File: src/rtl/mmio_bus.sv
// mmio_bus: memory-mapped interconnect from the core data port to
// NUM_SLAVES slaves. Each core access is decoded against per-slave
// base/mask windows and forwarded to one slave. The bus then waits for that
// slave's ready, or for a timeout. Unmapped addresses and requests with
// both enables high are answered with an error. Error responses are counted
// in a saturating 8-bit counter.
//
// Ports:
//   clk, reset_n             clock, asynchronous active-low reset
//   mem_addr/wdata           core access address and write data
//   mem_w_enable/r_enable    core write / read request (exactly one = valid)
//   mem_rdata                registered read data, valid with mem_ready
//   mem_ready                one-cycle completion pulse
//   mem_error                qualifies mem_ready: the access failed
//   s_addr/s_wdata           broadcast address / write data (held between accesses)
//   s_w_enable/s_r_enable    per-slave write / read strobes
//   s_rdata                  packed slave read data, slave 0 in the low word
//   s_ready                  per-slave completion
//   err_count                saturating count of error responses
//   busy                     high whenever the bus is not idle
//
// state  | meaning
// IDLE   | waiting for a core request; decode happens here
// ACCESS | strobe driven to the selected slave, waiting for ready or timeout
// DONE   | one-cycle mem_ready pulse with mem_error/mem_rdata valid

module mmio_bus #(
  parameter int NUM_SLAVES = 4,
  parameter int DATA_W     = 32,
  parameter logic [NUM_SLAVES*32-1:0] BASE =
    {32'h1000_2000, 32'h1000_1000, 32'h1000_0000, 32'h0000_0000},
  parameter logic [NUM_SLAVES*32-1:0] MASK =
    {32'hFFFF_F000, 32'hFFFF_F000, 32'hFFFF_F000, 32'hFFFF_0000},
  parameter int TIMEOUT    = 15
) (
  input  logic                         clk,
  input  logic                         reset_n,
  input  logic [31:0]                  mem_addr,
  input  logic [DATA_W-1:0]            mem_wdata,
  input  logic                         mem_w_enable,
  input  logic                         mem_r_enable,
  output logic [DATA_W-1:0]            mem_rdata,
  output logic                         mem_ready,
  output logic                         mem_error,
  output logic [31:0]                  s_addr,
  output logic [DATA_W-1:0]            s_wdata,
  output logic [NUM_SLAVES-1:0]        s_w_enable,
  output logic [NUM_SLAVES-1:0]        s_r_enable,
  input  logic [NUM_SLAVES*DATA_W-1:0] s_rdata,
  input  logic [NUM_SLAVES-1:0]        s_ready,
  output logic [7:0]                   err_count,
  output logic                         busy
);

  localparam int SEL_W = (NUM_SLAVES > 1) ? $clog2(NUM_SLAVES) : 1;
  localparam int CNT_W = (TIMEOUT > 1) ? $clog2(TIMEOUT) : 1;
  // The wait timer is a down-counter loaded on entry to ACCESS; reaching
  // zero marks the TIMEOUT-th ACCESS cycle.
  localparam logic [CNT_W-1:0] CNT_LOAD = (TIMEOUT > 0) ? CNT_W'(TIMEOUT - 1) : '0;

  typedef enum logic [1:0] {
    IDLE   = 2'd0,
    ACCESS = 2'd1,
    DONE   = 2'd2
  } state_t;

  state_t              state_q, state_d;
  logic [31:0]         addr_q, addr_d;
  logic [DATA_W-1:0]   wdata_q, wdata_d;
  logic                wr_q, wr_d;
  logic [SEL_W-1:0]    sel_q, sel_d;
  logic [CNT_W-1:0]    cnt_q, cnt_d;
  logic [DATA_W-1:0]   rdata_q, rdata_d;
  logic                err_q, err_d;
  logic [7:0]          err_count_q, err_count_d;
  logic                err_evt;

  logic                hit_any;
  logic [SEL_W-1:0]    hit_idx;
  logic                sel_ready;
  logic [DATA_W-1:0]   sel_rdata;
  logic                timeout_hit;
  logic [NUM_SLAVES-1:0] strobe;

  // Address decode; scanning downwards lets the lowest matching index win.
  always_comb begin
    hit_any = 1'b0;
    hit_idx = '0;
    for (int i = NUM_SLAVES - 1; i >= 0; i--) begin
      if ((mem_addr & MASK[i*32 +: 32]) == BASE[i*32 +: 32]) begin
        hit_any = 1'b1;
        hit_idx = SEL_W'(i);
      end
    end
  end

  assign sel_ready   = s_ready[sel_q];
  assign sel_rdata   = s_rdata[sel_q*DATA_W +: DATA_W];
  assign timeout_hit = (TIMEOUT != 0) && (cnt_q == '0);

  always_ff @(posedge clk or negedge reset_n) begin
    if (!reset_n) begin
      state_q     <= IDLE;
      addr_q      <= '0;
      wdata_q     <= '0;
      wr_q        <= 1'b0;
      sel_q       <= '0;
      cnt_q       <= '0;
      rdata_q     <= '0;
      err_q       <= 1'b0;
      err_count_q <= '0;
    end else begin
      state_q     <= state_d;
      addr_q      <= addr_d;
      wdata_q     <= wdata_d;
      wr_q        <= wr_d;
      sel_q       <= sel_d;
      cnt_q       <= cnt_d;
      rdata_q     <= rdata_d;
      err_q       <= err_d;
      err_count_q <= err_count_d;
    end
  end

  always_comb begin
    state_d = state_q;
    addr_d  = addr_q;
    wdata_d = wdata_q;
    wr_d    = wr_q;
    sel_d   = sel_q;
    cnt_d   = cnt_q;
    rdata_d = rdata_q;
    err_d   = err_q;
    err_evt = 1'b0;

    case (state_q)
      IDLE: begin
        if (mem_r_enable && mem_w_enable) begin
          state_d = DONE;
          err_d   = 1'b1;
          rdata_d = '0;
          err_evt = 1'b1;
        end else if (mem_r_enable || mem_w_enable) begin
          if (hit_any) begin
            state_d = ACCESS;
            addr_d  = mem_addr;
            wdata_d = mem_wdata;
            wr_d    = mem_w_enable;
            sel_d   = hit_idx;
            cnt_d   = CNT_LOAD;
            err_d   = 1'b0;
          end else begin
            state_d = DONE;
            err_d   = 1'b1;
            rdata_d = '0;
            err_evt = 1'b1;
          end
        end
      end

      ACCESS: begin
        // A ready arriving in the timeout cycle still completes normally.
        if (sel_ready) begin
          state_d = DONE;
          err_d   = 1'b0;
          rdata_d = wr_q ? '0 : sel_rdata;
        end else if (timeout_hit) begin
          state_d = DONE;
          err_d   = 1'b1;
          rdata_d = '0;
          err_evt = 1'b1;
        end else begin
          cnt_d = cnt_q - 1'b1;
        end
      end

      DONE: begin
        state_d = IDLE;
      end

      default: begin
        state_d = IDLE;
      end
    endcase
  end

  assign err_count_d = (err_evt && (err_count_q != 8'hFF)) ? err_count_q + 8'd1 : err_count_q;

  // Strobes decode straight from registers so reset removes them at once.
  assign strobe     = (state_q == ACCESS) ? (NUM_SLAVES'(1) << sel_q) : '0;
  assign s_r_enable = wr_q ? '0 : strobe;
  assign s_w_enable = wr_q ? strobe : '0;

  assign s_addr    = addr_q;
  assign s_wdata   = wdata_q;
  assign mem_ready = (state_q == DONE);
  assign mem_error = (state_q == DONE) && err_q;
  assign mem_rdata = rdata_q;
  assign err_count = err_count_q;
  assign busy      = (state_q != IDLE);

endmodule
File: config.mk
export PLATFORM = sky130hd
export DESIGN_NAME = mmio_bus
export DESIGN_NICKNAME = d
export VERILOG_FILES = /design/src/rtl/mmio_bus.sv
export SDC_FILE = /design/constraint.sdc
export NUM_CORES = 1
export LEC_CHECK = 0
export ABC_AREA = 1
export CAP_MARGIN = 20
export CORE_ASPECT_RATIO = 1.2
export CORE_MARGIN = 2
export CORE_UTILIZATION = 35
export DETAILED_ROUTE_END_ITERATION = 8
export GPL_TIMING_DRIVEN = 1
export PLACE_DENSITY = 0.77
export SETUP_SLACK_MARGIN = 0.3
export SLEW_MARGIN = 10
export SYNTH_ARGS = -nofsm -noshare
export SYNTH_HDL_FRONTEND = slang
export SYNTH_SLANG_ARGS = --single-unit
File: constraint.sdc
create_clock -name clk -period 1.68 [get_ports clk]
set_clock_uncertainty 0.05 [all_clocks]
set_input_delay 0.42 -clock clk [delete_from_list [all_inputs] [get_ports clk]]
set_output_delay 0.42 -clock clk [all_outputs]
set_load 0.1 [all_outputs]
=== Word level (Yosys, flattened, before mapping) ===
Index checks and enable logic that the tools add are counted.

* $add $sub $neg: 2
* $lt $le $gt $ge: 1
* Equality and inequality tests: 14
* Shift-type cells: 2
* Muxes and demuxes: 43
* Bitwise operators: 1
* Reductions and logical operators: 14

{| class="wikitable"
|+ Operators with widths
! kind !! number
|-
| 32-bit two-way mux || 6
|-
| 128-bit by 8-bit variable part select with 32-bit output || 1
|-
| 32-bit one-hot mux with 2 select lines || 1
|-
| 20-bit by 17-bit == test with 1-bit output (second input constant) || 3
|-
| 32-bit zero test || 1
|-
| 4-bit two-way mux || 8
|-
| 2-bit two-way mux || 9
|-
| 1-bit two-way mux || 14
|-
| 2-bit != test (second input constant) || 5
|-
| 3-bit != test (second input constant) || 3
|-
| 8-bit by 1-bit adder with 8-bit output (second input constant) || 1
|-
| 8-bit != test (second input constant) || 1
|-
| 4-bit one-hot mux with 2 select lines || 1
|-
| 4-bit AND reduction || 2
|-
| 6-bit AND reduction || 1
|-
| 4-bit zero test || 1
|-
| 1-bit one-hot mux with 2 select lines || 2
|-
| 2-bit one-hot mux with 2 select lines || 1
|-
| 2-bit nonzero test || 2
|-
| 1-bit by 2-bit << shifter with 4-bit output (first input constant) || 1
|-
| 4-bit by 1-bit subtractor with 4-bit output (second input constant) || 1
|-
| 1-bit logical AND || 3
|-
| 2-bit by 3-bit less-than comparator with 1-bit output (second input constant) || 1
|-
| 3-bit AND reduction || 1
|-
| other kinds (7) || 7
|}

* Bits in registers: 114
* Bits of input ports: 200
* Output and inout port bits: 115
* Logic and storage cells: 86

=== Longest topological paths before layout ===
Gate-level depths: netlist of run 1.

* Depth after elaboration: 10
* Mapped depth: 13
* Mapped depth without buffers: 11

=== Worst setup path before layout of run 1 ===
No wires, ideal clock.

* Path kind: register to output
* Start: register sel_q[1]
* End: output port s_r_enable[2]
* Data arrival time: 3.069 ns
* Setup slack: -1.859 ns
* Stages on the path, launching flop included: 7
* Buffers on the path: 2
* Path through: dfrtp_1 buf_4 inv_1 nor2_1 buf_2 inv_1 nor3_1

* Word-level cells in the longest chain between the ends: 3

{| class="wikitable"
|+ Ends and longest elaborated chain
! item !! RTL line !! RTL
|-
| start, declared || 71 || <nowiki>logic [SEL_W-1:0] sel_q, sel_d;</nowiki>
|-
| start signal, assigned || 117 || <nowiki>sel_q <= sel_d;</nowiki>
|-
| 1-bit by 2-bit << shifter with 4-bit output || 190 || <nowiki>assign strobe = (state_q == ACCESS) ? (NUM_SLAVES'(1) << sel_q) : '0;</nowiki>
|-
| 4-bit two-way mux || 190 ||
|-
| 4-bit two-way mux || 191 || <nowiki>assign s_r_enable = wr_q ? '0 : strobe;</nowiki>
|-
| end, declared || 48 || <nowiki>output logic [NUM_SLAVES-1:0] s_r_enable,</nowiki>
|}

No other way between the ends.

=== Final worst setup path of run 1 ===
Ends and elaborated chain as after synthesis.

==> results of run 1 <==
[where the power goes]
part / leakage (nW) / total, W / switching, W / internal (W)
Sequential: 1.50 / 0.00365 / 0.000482 / 0.00316
Combinational: 4.85 / 0.00987 / 0.00552 / 0.00435
Clock: 0.252 / 0.00338 / 0.00139 / 0.00199
[layout make-up]
cell class,instances,area [sq um],share of cell area (%)
antenna,3,7.51,0.0538
tap,212,265,1.90
timing repair buffer,504,6510,46.7
sequential,114,2910,20.9
multi-input combinational,508,3520,25.2
clock buffer,20,467,3.35
clock inverter,12,85.1,0.610
inverter,42,181,1.30
[final timing paths]
check	end	slack (ns)
max	s_r_enable[2]	-0.38
min	s_addr[0]	0.40
max reg2reg	err_count[5]	-0.37
min reg2reg	cnt_q[1]	0.44
max in group asynchronous	mem_rdata[17]	0.59
min in group clk	s_addr[28]	0.41
[sequential cells by signal, summed over array words and instances, names as in the netlist]
| register | count |
|---|---|
| state_q | 2 |
| s_addr | 32 |
| s_wdata | 32 |
| err_q | 1 |
| sel_q | 2 |
| cnt_q | 4 |
| mem_rdata | 32 |
| wr_q | 1 |
| err_count | 8 |
[stage by stage]
stage	std cells	cell area (sq um)
floorplan	706	6100
global placement	1231	10800
detailed placement	1231	10800
CTS	1369	13100
global route	1414	13900
finish	1415	13900
[critical path: cells and delay by family, from the launching register on]
kind | cells | cell delay (ns)
buffers and inverters | 4 | 0.47
flip-flops | 1 | 0.42
AND/OR/NAND/NOR | 2 | 0.29
[cells in the mapped netlist (2+ instances only)]
library cell  count
nand3_1         103
inv_2            10
inv_1            31
nand2_4          11
xor2_1            4
dfrtp_1         114
nor2_2            6
o21ai_0           5
nand4_1           8
buf_2            20
ha_1              2
buf_6             2
nor2_4            3
nand2_1         262
or2_2             2
nor3_1           11
buf_4             3
nor2_1           23
a221oi_1         32
clkbuf_1         12
o21ai_1          30
buf_1             6
[what timing repair did]
action                                 CTS  global route
setup endpoints to repair              229           229
resized for setup                      159           141
gates cloned                            23             1
setup buffers                           82            42
pin swaps                               69            54
endpoints found under the hold margin   17             0
hold buffers                             1             0
[routing by layer]
metal  part of all wire [%]  global-route usage [%]  vias up  routed length, um
li1                       -                       -     3307                  -
met1                     33                    33.9     3679              10400
met2                     53                    58.2      449              16700
met3                    8.2                    10.3      156               2610
met4                    6.2                    16.2        0               1950
met5                      0                       0        -                  0
[cell families (layout without fill, tap and decap cells)]
group / after synthesis / after routing / synth area share, %
XOR/XNOR: 4 / 4 / 0.615
flip-flops: 114 / 114 / 50.1
buffers and inverters: 85 / 578 / 6.55
adder cells (fa/ha/maj): 2 / 2 / 0.439
AO/OA/AOI/OAI: 68 / 68 / 8.37
AND/OR/NAND/NOR: 433 / 434 / 33.9
other: 0 / 3 / 0
==> impl_metrics.ini, run 1 <==
[yosys]
synth_nets = 908
yosysTopAreaCellShare_pct = 50.1
ys_warn_count = 0
synth_edf_count = 0
syn_inst = 706
syn-cell-area_sq_um = 5690
ys_top_cells_by_area = dfrtp_1 50%, nand2_1 17%, nand3_1 9.1%
avgSynthCellArea_sq_um = 8.07
synth_ff_type = dfrtp_1
ys_ff_latch = 114
synth.distinct_cells = 28
seq_area_frac_synth_pct = 50.1
yosys.area.top_type = dfrtp_1
async_flop_share_pct = 100

[cells_and_area]
fillers = 689
final_util_pct = 86.7
final_common_cell = clkdlybuf4s50_1
final_cell_mix = 179 x clkdlybuf4s50_1, 176 x nand2_1, 135 x buf_12
nets = 1389
drive_above_1_share_pct = 50.7
syn2layout_area_growth_pct = 145

[grt]
grt_max_degree = 50
grt_pass1_vias = 7663
grt_pass1_wl_mm = 42.6
grt_remaining_overflow = 0
antenna_found_initial = 2
track_usage_pct = 32.4

[floorplan]
die_y_um = 144
fp.dieArea_sq_um = 17300
rows = 51
dieWidth_um = 120
core_area_sq_um = 16100
io_pins = 315
initial_core_util_pct = 35.4

[detailed_routing]
wl_mm = 31.7
ant_nets = 0
post_drt_wl_per_cell_um = 22.4
firstDrtPassIters = 7
dr_total_vias = 7591
via_per_inst = 5.36
drt_iter0_markers = 507
drc = 0

[setup_path]
cp_slowest_stage_delay_ns = 0.42
cp_data_arrival_time_ns = 1.59
crit_type = reg2out
r2r-start = sel_q[1]
critPathLaunch = sel_q[1]
critPathMaxFanout = 6
slowest_stage = dfrtp_1
crit_required_ns = 1.21
ff2ff_path_depth = 11
endpoint_kind = output pin
crit_path_start_kind = flip-flop
crit_chain = buf_12, inv_4, nor2_4, inv_4, nor3_4, buf_12

[sta]
relSlewSlack_pct = 71.1
fin_crit_ns = 2.06
worst_hold_slack_ns = 0.402
fin_tns_setup_ns = -29.59
tightest_slew_ns = 0.434
max_freq_mhz = 485
finalMaxSlewViolations = 0
rsz0062_at_grt = true
setup_slack_ns = -0.381
fin_crit_sh_pct = 123
timing.final.hold_violations = 0
setup_violations = 125

[power_and_ir_drop]
peakVddDrop_mv = 0.713
p_total_w = 0.0169
p_leak_nw = 6.60
power_density_nw_per_um2 = 1210

[placed_design]
gp_congestion = 0.827
numPortBuffers = 314
dp_hpwl_mm = 15.9
place_ws_ns = -0.572

[status]
status = complete, but fails checks
violations = negative setup slack

[clock_network]
cts_inserted_buffers = 17
htreeDepth = 4
clock_latency_ns = 0.42
cts_tree = yes
clock-sinks = 114
cts_buffer_depth = 2
clkSlewWorstSetupHoldPaths_ns = 0.06
root_buffer = clkbuf_16

[min_path]
hp-class = in2async

[job]
drv_cap = 0
Power figures use the tool's default switching activity.
==> run 2: changes to the inputs <==
--- a/config.mk
+++ b/config.mk
@@ -8,7 +8,6 @@
 export ABC_AREA = 1
 export CAP_MARGIN = 20
 export CORE_ASPECT_RATIO = 1.2
-export CORE_MARGIN = 2
 export CORE_UTILIZATION = 35
 export DETAILED_ROUTE_END_ITERATION = 8
 export GPL_TIMING_DRIVEN = 1
==> run 2 against run 1 <==
- the run still ends with negative setup slack left
- critical path depth increased by 6
- non-clock buffer count is 16 higher
- first-iteration DRC count grew 1.8%
- largest cell class unchanged
- critical path type is now reg2reg
- cell area shrank 2.3%
- setup slack got worse by 0.0078 ns
==> impl_metrics.ini, run 2 (synthesis results as in run 1) <==
[detailed_routing]
drc = 0
wl_mm = 32.4
post_drt_wl_per_cell_um = 22.7
drt_iter0_markers = 516
dr_total_vias = 7692
ant_nets = 0
via_per_inst = 5.40
firstDrtPassIters = 5

[setup_path]
r2r-end = s_addr[8]
crit_path_start_kind = flip-flop
critPathMaxFanout = 6
r2r-start = state_q[1]
cp_data_arrival_time_ns = 2.35
crit_type = reg2reg
critPathLaunch = state_q[1]
ff2ff_path_depth = 12
endpoint_kind = flip-flop
crit_end = s_addr[8]
reg2reg_slack_ns = -0.39
crit_required_ns = 1.96

[status]
violations = negative setup slack
status = complete, but fails checks

[job]
drv_cap = 0

[floorplan]
core_area_sq_um = 15800
io_pins = 315
rows = 50
die_y_um = 142
dieWidth_um = 118
initial_core_util_pct = 36.1
fp.dieArea_sq_um = 16800

[clock_network]
clock_latency_ns = 0.40
cts_buffer_depth = 2
clkSlewWorstSetupHoldPaths_ns = 0.06
htreeDepth = 4
cts_inserted_buffers = 17
clock-sinks = 114
root_buffer = clkbuf_16
cts_tree = yes

[min_path]
min_from = mem_addr[14]
hold_depth = 3
hp-class = in2reg

[cells_and_area]
syn2layout_area_growth_pct = 139
instances_no_fill = 1425
final_cell_mix = 191 x nand2_1, 180 x clkdlybuf4s50_1, 144 x buf_4
nets = 1405
drive_above_1_share_pct = 46.1
fillers = 717
multi_input_area_sq_um = 3120
final_util_pct = 86.4
final_common_cell = nand2_1
seq_area_sq_um = 2900

[sta]
relSlewSlack_pct = 71.4
timing.final.hold_violations = 0
tightest_slew_ns = 0.429
finalMaxSlewViolations = 0
fin_crit_ns = 2.07
max_freq_mhz = 483
setup_violations = 125
rsz0062_at_grt = true
fin_crit_sh_pct = 123
setup_slack_ns = -0.389

[placed_design]
dp_hpwl_mm = 16.0
gp_congestion = 0.778
numPortBuffers = 314
dpl.cell_count = 1232

[power_and_ir_drop]
power_density_nw_per_um2 = 1180
p_leak_nw = 6.39
peakVddDrop_mv = 0.737

[grt]
grt_max_degree = 66
grt_pass1_vias = 7711
grt_remaining_overflow = 0
grt_pass1_wl_mm = 43.5
track_usage_pct = 34.0
antenna_found_initial = 1
[run 2: changes by cell type in the layout (fill, tap and decap cells not counted), sizes merged]
cell,before,now
buf,304,318
bufbuf,0,2
bufinv,0,2
clkbuf,21,20
clkdlybuf4s50,179,180
clkinvlp,8,3
diode,3,1
dlymetal6s2s,1,0
inv,41,45
[run 2: area by class of cell]
class | instances | share of cell area (%)
inverter | 42 | 1.33
sequential | 114 | 21.2
antenna | 1 | 0.0184
clock inverter | 13 | 1.10
tap | 208 | 1.91
timing repair buffer | 520 | 48.1
clock buffer | 19 | 3.32
multi-input combinational | 508 | 22.9
[run 2: report_power, final]
part,switching (W),internal (W),total (W)
sequential,0.000447,0.00314,0.00359
clock,0.00146,0.00229,0.00376
combinational,0.00497,0.00381,0.00878
[run 2: per-stage QoR]
| stage | cell area (sq um) | power, W | worst slack (ns) | setup TNS, ns | hold WS (ns) |
|---|---|---|---|---|---|
| floorplan | 6100 | 0.00734 | -0.476 | -20.12 | 0.0744 |
| global placement | 10800 | 0.00994 | -0.463 | -49.48 | 0.400 |
| detailed placement | 10800 | 0.0101 | -0.569 | -57.90 | 0.406 |
| CTS | 13100 | 0.0154 | -0.330 | -19.55 | 0.370 |
| global route | 13600 | 0.0166 | -0.424 | -41.67 | 0.427 |
| finish | 13600 | 0.0161 | -0.389 | -34.39 | 0.425 |
[run 2: worst min path at each step]
| stage | to | slack [ns] |
|---|---|---|
| global route | s_addr[14] | 0.43 |
| global placement | s_addr[11] | 0.40 |
| finish | s_addr[14] | 0.42 |
| floorplan | cnt_q[0] | 0.07 |
| detailed placement | s_addr[11] | 0.41 |
| CTS | s_addr[14] | 0.37 |
[run 2: timing repair]
action	CTS	global route
pin swaps	62	23
resized for setup	156	47
cloned	20	1
hold buffers	1	0
setup buffers	92	46
endpoints found under the hold margin	49	0
setup endpoints to repair	229	229
[run 2: critical path, cell delays in order (launching register included)]
cell and delay [ns]:
dfrtp_1 0.41, buf_4 0.17, nor2_4 0.17, clkinvlp_4 0.15, buf_6 0.14, nor2_4 0.08
buf_4 0.11, buf_6 0.10, buf_8 0.11, buf_12 0.12, buf_16 0.13, nand3_1 0.11
nand2_1 0.14
[run 2: metal layers]
| metal | GRT usage (%) | share of wire, % |
|---|---|---|
| met1 | 36.0 | 33 |
| met4 | 16.3 | 5.8 |
| met2 | 63.4 | 53 |
| met5 | 0 | 0 |
| met3 | 7.92 | 7.7 |
==> RTL edit 1: new RTL, config.mk and constraints of run 2 <==
Re-encode `state_t` (3 states) as one-hot, 3 bits wide.
--- a/src/rtl/mmio_bus.sv
+++ b/src/rtl/mmio_bus.sv
@@ -60,6 +60,6 @@
 
-  typedef enum logic [1:0] {
-    IDLE   = 2'd0,
-    ACCESS = 2'd1,
-    DONE   = 2'd2
+  typedef enum logic [2:0] {
+    IDLE   = 3'b001,
+    ACCESS = 3'b010,
+    DONE   = 3'b100
   } state_t;
Formal check against the unedited RTL: no difference found for any inputs over 4 cycles, from zero or initial values and one cycle with reset_n low; so few cycles prove little.
==> RTL edit 1 against run 2 <==
- the flow still finishes with violations (negative setup slack)
- total power down 9.5%
- area after synthesis shrank 2.2%
- synthesized cell count is 2.0% lower
- core utilization rose by 1.5 points
- cell area is 0.47% higher
- sequential cell count rose by 1
- worst setup slack worse by 0.28 ns
- wire length grew 19%
- cell count down 0.49%
- critical endpoint is now s_wdata[25]$_DFFE_PN0P_
- highest routed layer is now met5
==> RTL edit 1: results (changes against run 2) <==
[run_status]
outcome=finished, violations left
violations=negative setup slack

[global_routing]
grt_pass1_vias=7763  ; +0.67%
track_usage_pct=37.3  ; +3.3 points
antenna_found_initial=9  ; +8
grt_max_degree=44  ; -33%
grt_pass1_wl_microns=44700  ; +2.8%

[cells_and_area]
layout-drive-gt1-share_pct=48.3  ; +2.3 points
nNetsFinal=1393  ; -0.85%

[pwr]
ir_worst_vdd_mv=0.723  ; -1.8%
p_sw_mw=6.10  ; -11%
power.leakage_nw=6.47  ; +1.2%

[clock_tree]
clock-root-buffer=clkbuf_16
clk_pin_slew_ns=0.07
clockBufferDepth=2  ; unchanged
cts_inserted_buffers=17  ; unchanged
clock_latency_ns=0.43  ; +0.03 ns
ctsHtreeMaxLevel=4  ; unchanged

[placed_design]
portBuffers=314  ; unchanged
gp_congestion=0.844  ; +8.6%
dp_cells=1236  ; +0.32%
dp_hpwl_microns=16900  ; +5.8%
pre_cts_slack_ns=-0.737  ; -0.168 ns

[synth]
ys_top_cells_by_area=dfrtp_1 (51%), nand2_1 (23%), a221oi_1 (5.0%)
ys_seq_area_share_pct=51.7  ; +1.6 points
yosys_warnings=0  ; unchanged
post_synth.cell_area_avg_sq_um=8.05  ; -0.22%
syn_nets=894  ; -1.5%
synth_cell_types=30  ; +7.1%
async_flop_share_pct=100  ; unchanged
synthTopCellsByCount=nand2_1 (345), dfrtp_1 (114), inv_1 (33)
ys.flop_type=dfrtp_1

[drt]
totalWireLength_microns=38600  ; +19%
firstDrtPassIters=6  ; +1
drtIter0Drc=750  ; +45%
routed-via-count=8024  ; +4.3%
vias_per_cell=5.66  ; +4.8%

[timing]
setup_viol=127  ; +1.6%
tns_ns=-64.87  ; -30.48 ns
final.setup.worst_slack_ns=-0.667  ; -0.278 ns
max_slew_margin_pct=70.1  ; -1.3 points

[worst_setup_path]
max_stage_delay_ns=0.38  ; -0.03 ns
critical-path-top-delay-family=simple AND/OR/NAND/NOR gates
critical_path.max_fanout=11  ; +5
crit_arrival_ns=2.67  ; +0.32 ns
crit_slowest_cell=nor2_2
r2r_slack_ns=-0.66  ; -0.27 ns

[hold_path]
hp-class=primary input to async pin

==> RTL edit 1: path summary, 6_finish.rpt <==
path	start	endpoint	cells past startpoint
max	mem_addr[22]	s_wdata[25]$_DFFE_PN0P_	12
min reg2reg	cnt_q[2]$_DFFE_PN0P_	cnt_q[2]$_DFFE_PN0P_	2
min	reset_n	s_wdata[2]$_DFFE_PN0P_	2
max reg2reg	state_q[0]$_DFFE_PN1P_	err_count[2]$_DFFE_PN0P_	13
max in group asynchronous	reset_n	err_count[6]$_DFFE_PN0P_	3
min in group clk	mem_addr[15]	s_addr[15]$_DFFE_PN0P_	3
==> RTL edit 1: cell families after synthesis <==
family | synth area share, %
buffers and inverters | 6.04
and+or+nand+nor | 32.7
AOI/OAI and AO/OA | 8.18
xor gates and xnor gates | 0.944
adders and majority gates | 0.449
DFF | 51.7
==> RTL edit 1: per-layer routing <==
| metal | routed length (microns) | global-route usage, % | part of all wire [%] | vias to the layer above |
|---|---|---|---|---|
| met5 | 46 | 0 | 0.12 | - |
| met3 | 5310 | 12.0 | 14 | 255 |
| met1 | 12600 | 41.1 | 33 | 3801 |
| met2 | 17400 | 61.2 | 45 | 720 |
| li1 | - | - | - | 3242 |
| met4 | 3260 | 23.2 | 8.4 | 6 |
==> RTL edit 1: power by group through the flow <==
| stage | Clock, mW | Sequential [mW] | Combinational, mW |
|---|---|---|---|
| finish | 3.81 | 3.45 | 7.33 |
| global route | 3.91 | 3.47 | 7.49 |
| CTS | 3.69 | 3.41 | 6.69 |
| detailed placement | 0 | 3.47 | 5.58 |
| global placement | 0 | 3.46 | 5.49 |
| floorplan | 0 | 4.89 | 1.58 |
==> RTL edit 1: what timing repair did <==
action                                  in CTS  in global routing
hold buffers                                 1                  0
buffers inserted                            89                 37
gates cloned                                17                  0
gates resized for setup                    173                154
hold endpoints to repair                    20                  0
pin swaps                                   43                 35
endpoints found under the setup margin     229                230
==> RTL edit 1: final cells by class <==
cell class / count / area, sq um
clock buffers: 18 / 439
multi-input cells: 508 / 3330
repair buffers: 508 / 6390
fillers: 669 / 1890
inverters: 41 / 169
clock inverters: 14 / 156
flip-flops and latches: 115 / 2920
diodes: 6 / 15.0
well taps: 208 / 260
==> RTL edit 1: metrics by stage <==
step / power (mW) / hold slack, ns / instance area, sq um
after global placement: 8.94 / 0.293 / 10600
after detailed placement: 9.05 / 0.294 / 10600
final: 14.6 / 0.405 / 13700
after CTS: 13.8 / 0.368 / 12900
after global routing: 14.9 / 0.416 / 13700
after floorplan: 6.47 / 0.0744 / 5820
==> RTL edit 2: new RTL, settings of run 2 <==
Without the edit above. Set the parameter `TIMEOUT` to 30 (it was 15).
--- a/src/rtl/mmio_bus.sv
+++ b/src/rtl/mmio_bus.sv
@@ -33,3 +33,3 @@
     {32'hFFFF_F000, 32'hFFFF_F000, 32'hFFFF_F000, 32'hFFFF_0000},
-  parameter int TIMEOUT    = 15
+  parameter int TIMEOUT    = 30
 ) (
Behaviour: no difference found for any inputs over 4 cycles, from zero or initial values and one cycle with reset_n low; that may be too few to reach the edited logic, so the function may still have changed.
==> RTL edit 2 against run 2 <==
- the flow still finishes with violations (negative setup slack)
- cell area increased by 1.5%
- count of clock-buffer cells in the layout decreased by 1
- sequential share of layout area increased by 0.087 points
- sequential power increased by 4%
- synthesized cell count increased by 0.57%
- wire length increased by 7.5%
- area after synthesis decreased by 1.5%
- sequential cell count increased by 1
- cell count decreased by 0.42%
- worst setup slack got worse by 0.11 ns
- total power increased by 2.1%
- first-iteration DRC count increased by 15%
- highest routed layer unchanged
==> RTL edit 2: results (changes against run 2) <==
[synth]
synthTopCellsByCount=nand2_1 (342), dfrtp_1 (115), a221oi_1 (31), inv_1 (31), o21ai_1 (31)
syn_inst=710  ; +0.57%
syn_nets=913  ; +0.55%
synth_cell_types=26  ; -7.1%
ys_seq_area_share_pct=51.3  ; +1.2 points
ys_top_cells_by_area=dfrtp_1 (51%), nand2_1 (23%), a221oi_1 (4.8%)

[hold_path]
min_to=s_addr[15]$_DFFE_PN0P_

[worst_setup_path]
reg2reg_depth=14  ; +2
critical_path.max_fanout=4  ; -2
r2r_slack_ns=-0.39  ; about the same
crit_path_end=s_w_enable[2]

[global_routing]
use_met2_pct=59.1  ; -4.3 points
grtUsageMet3_pct=7.81  ; -0.11 points
antenna_found_initial=3  ; +2
grt_use_met1_pct=33.5  ; -2.6 points
grt_max_degree=34  ; -48%
track_usage_pct=32.3  ; -1.7 points

[drt]
avgRoutedWirePerCell_microns=24.5  ; +7.9%
totalWireLength_microns=34800  ; +7.5%
firstDrtPassIters=7  ; +2
routed-via-count=8031  ; +4.4%
drtIter0Drc=592  ; +15%

[run_status]
violations=negative setup slack
outcome=finished, violations left

[clock_tree]
post-cts-setup-buffers=70  ; -24%
cts.repair.resized=189  ; +21%
clock_latency_ns=0.44  ; +0.04 ns

[placed_design]
pre_cts_slack_ns=-0.634  ; -0.0648 ns
gp_congestion=0.833  ; +7.1%
placed_area_sq_um=10600  ; -1.7%

[timing]
max_slew_margin_pct=66.6  ; -4.8 points
final.setup.worst_slack_ns=-0.497  ; -0.108 ns
setup_viol=126  ; +0.80%
tns_ns=-35.55  ; -1.16 ns
whs_ns=0.234  ; -0.191 ns

[cells_and_area]
layout-drive-gt1-share_pct=54.3  ; +8.3 points

[pwr]
power.leakage_nw=6.63  ; +3.7%
ir_worst_vdd_mv=0.857  ; +16%

[RTL edit 2: cell count changes in the layout (fill, tap and decap cells not counted), moves of 21 or more]
| cell | before | now |
|---|---|---|
| dfrtp_2 | 28 | 52 |
| nand2_4 | 17 | 71 |
| nand3_1 | 72 | 21 |
| o21ai_2 | 3 | 33 |
| o21ai_1 | 30 | 1 |
| nand2_2 | 64 | 85 |
| nand3_2 | 29 | 7 |
| dfrtp_1 | 84 | 61 |
[RTL edit 2: worst max-delay path, stage by stage (launching register included)]
cell and delay [ns]:
dfrtp_1 0.41, inv_2 0.15, nand2_4 0.11, buf_16 0.16
nor3_4 0.22, buf_12 0.21
[RTL edit 2: logic make-up after synthesis]
group	count (synthesis)	synth area share, %
adders and majority gates	3	0.670
and+or+nand+nor	442	32.9
DFF	115	51.3
AOI/OAI and AO/OA	68	8.23
xor gates and xnor gates	4	0.625
buffers and inverters	78	6.20
[RTL edit 2: layout make-up]
type	instances	area (sq um)	area share, %
clock inverter	14	154	1.11
multi-input combinational	517	3510	25.4
sequential	115	2950	21.3
tap	208	260	1.88
timing repair buffer	498	6320	45.7
clock buffer	18	439	3.18
antenna	3	7.51	0.0543
inverter	46	188	1.36
[RTL edit 2: power breakdown]
part           leakage, nW  switching (mW)  internal (mW)
Clock                0.272            1.57           2.23
Sequential            1.49           0.537           3.19
Combinational         4.87            5.23           3.70
Total                 6.63            7.34           9.13
[RTL edit 2: routing by layer]
| layer | vias to the layer above | wire length [microns] |
|---|---|---|
| met4 | 0 | 3150 |
| li1 | 3267 | - |
| met1 | 3857 | 10900 |
| met2 | 672 | 17800 |
| met3 | 235 | 2980 |
| met5 | - | 0 |
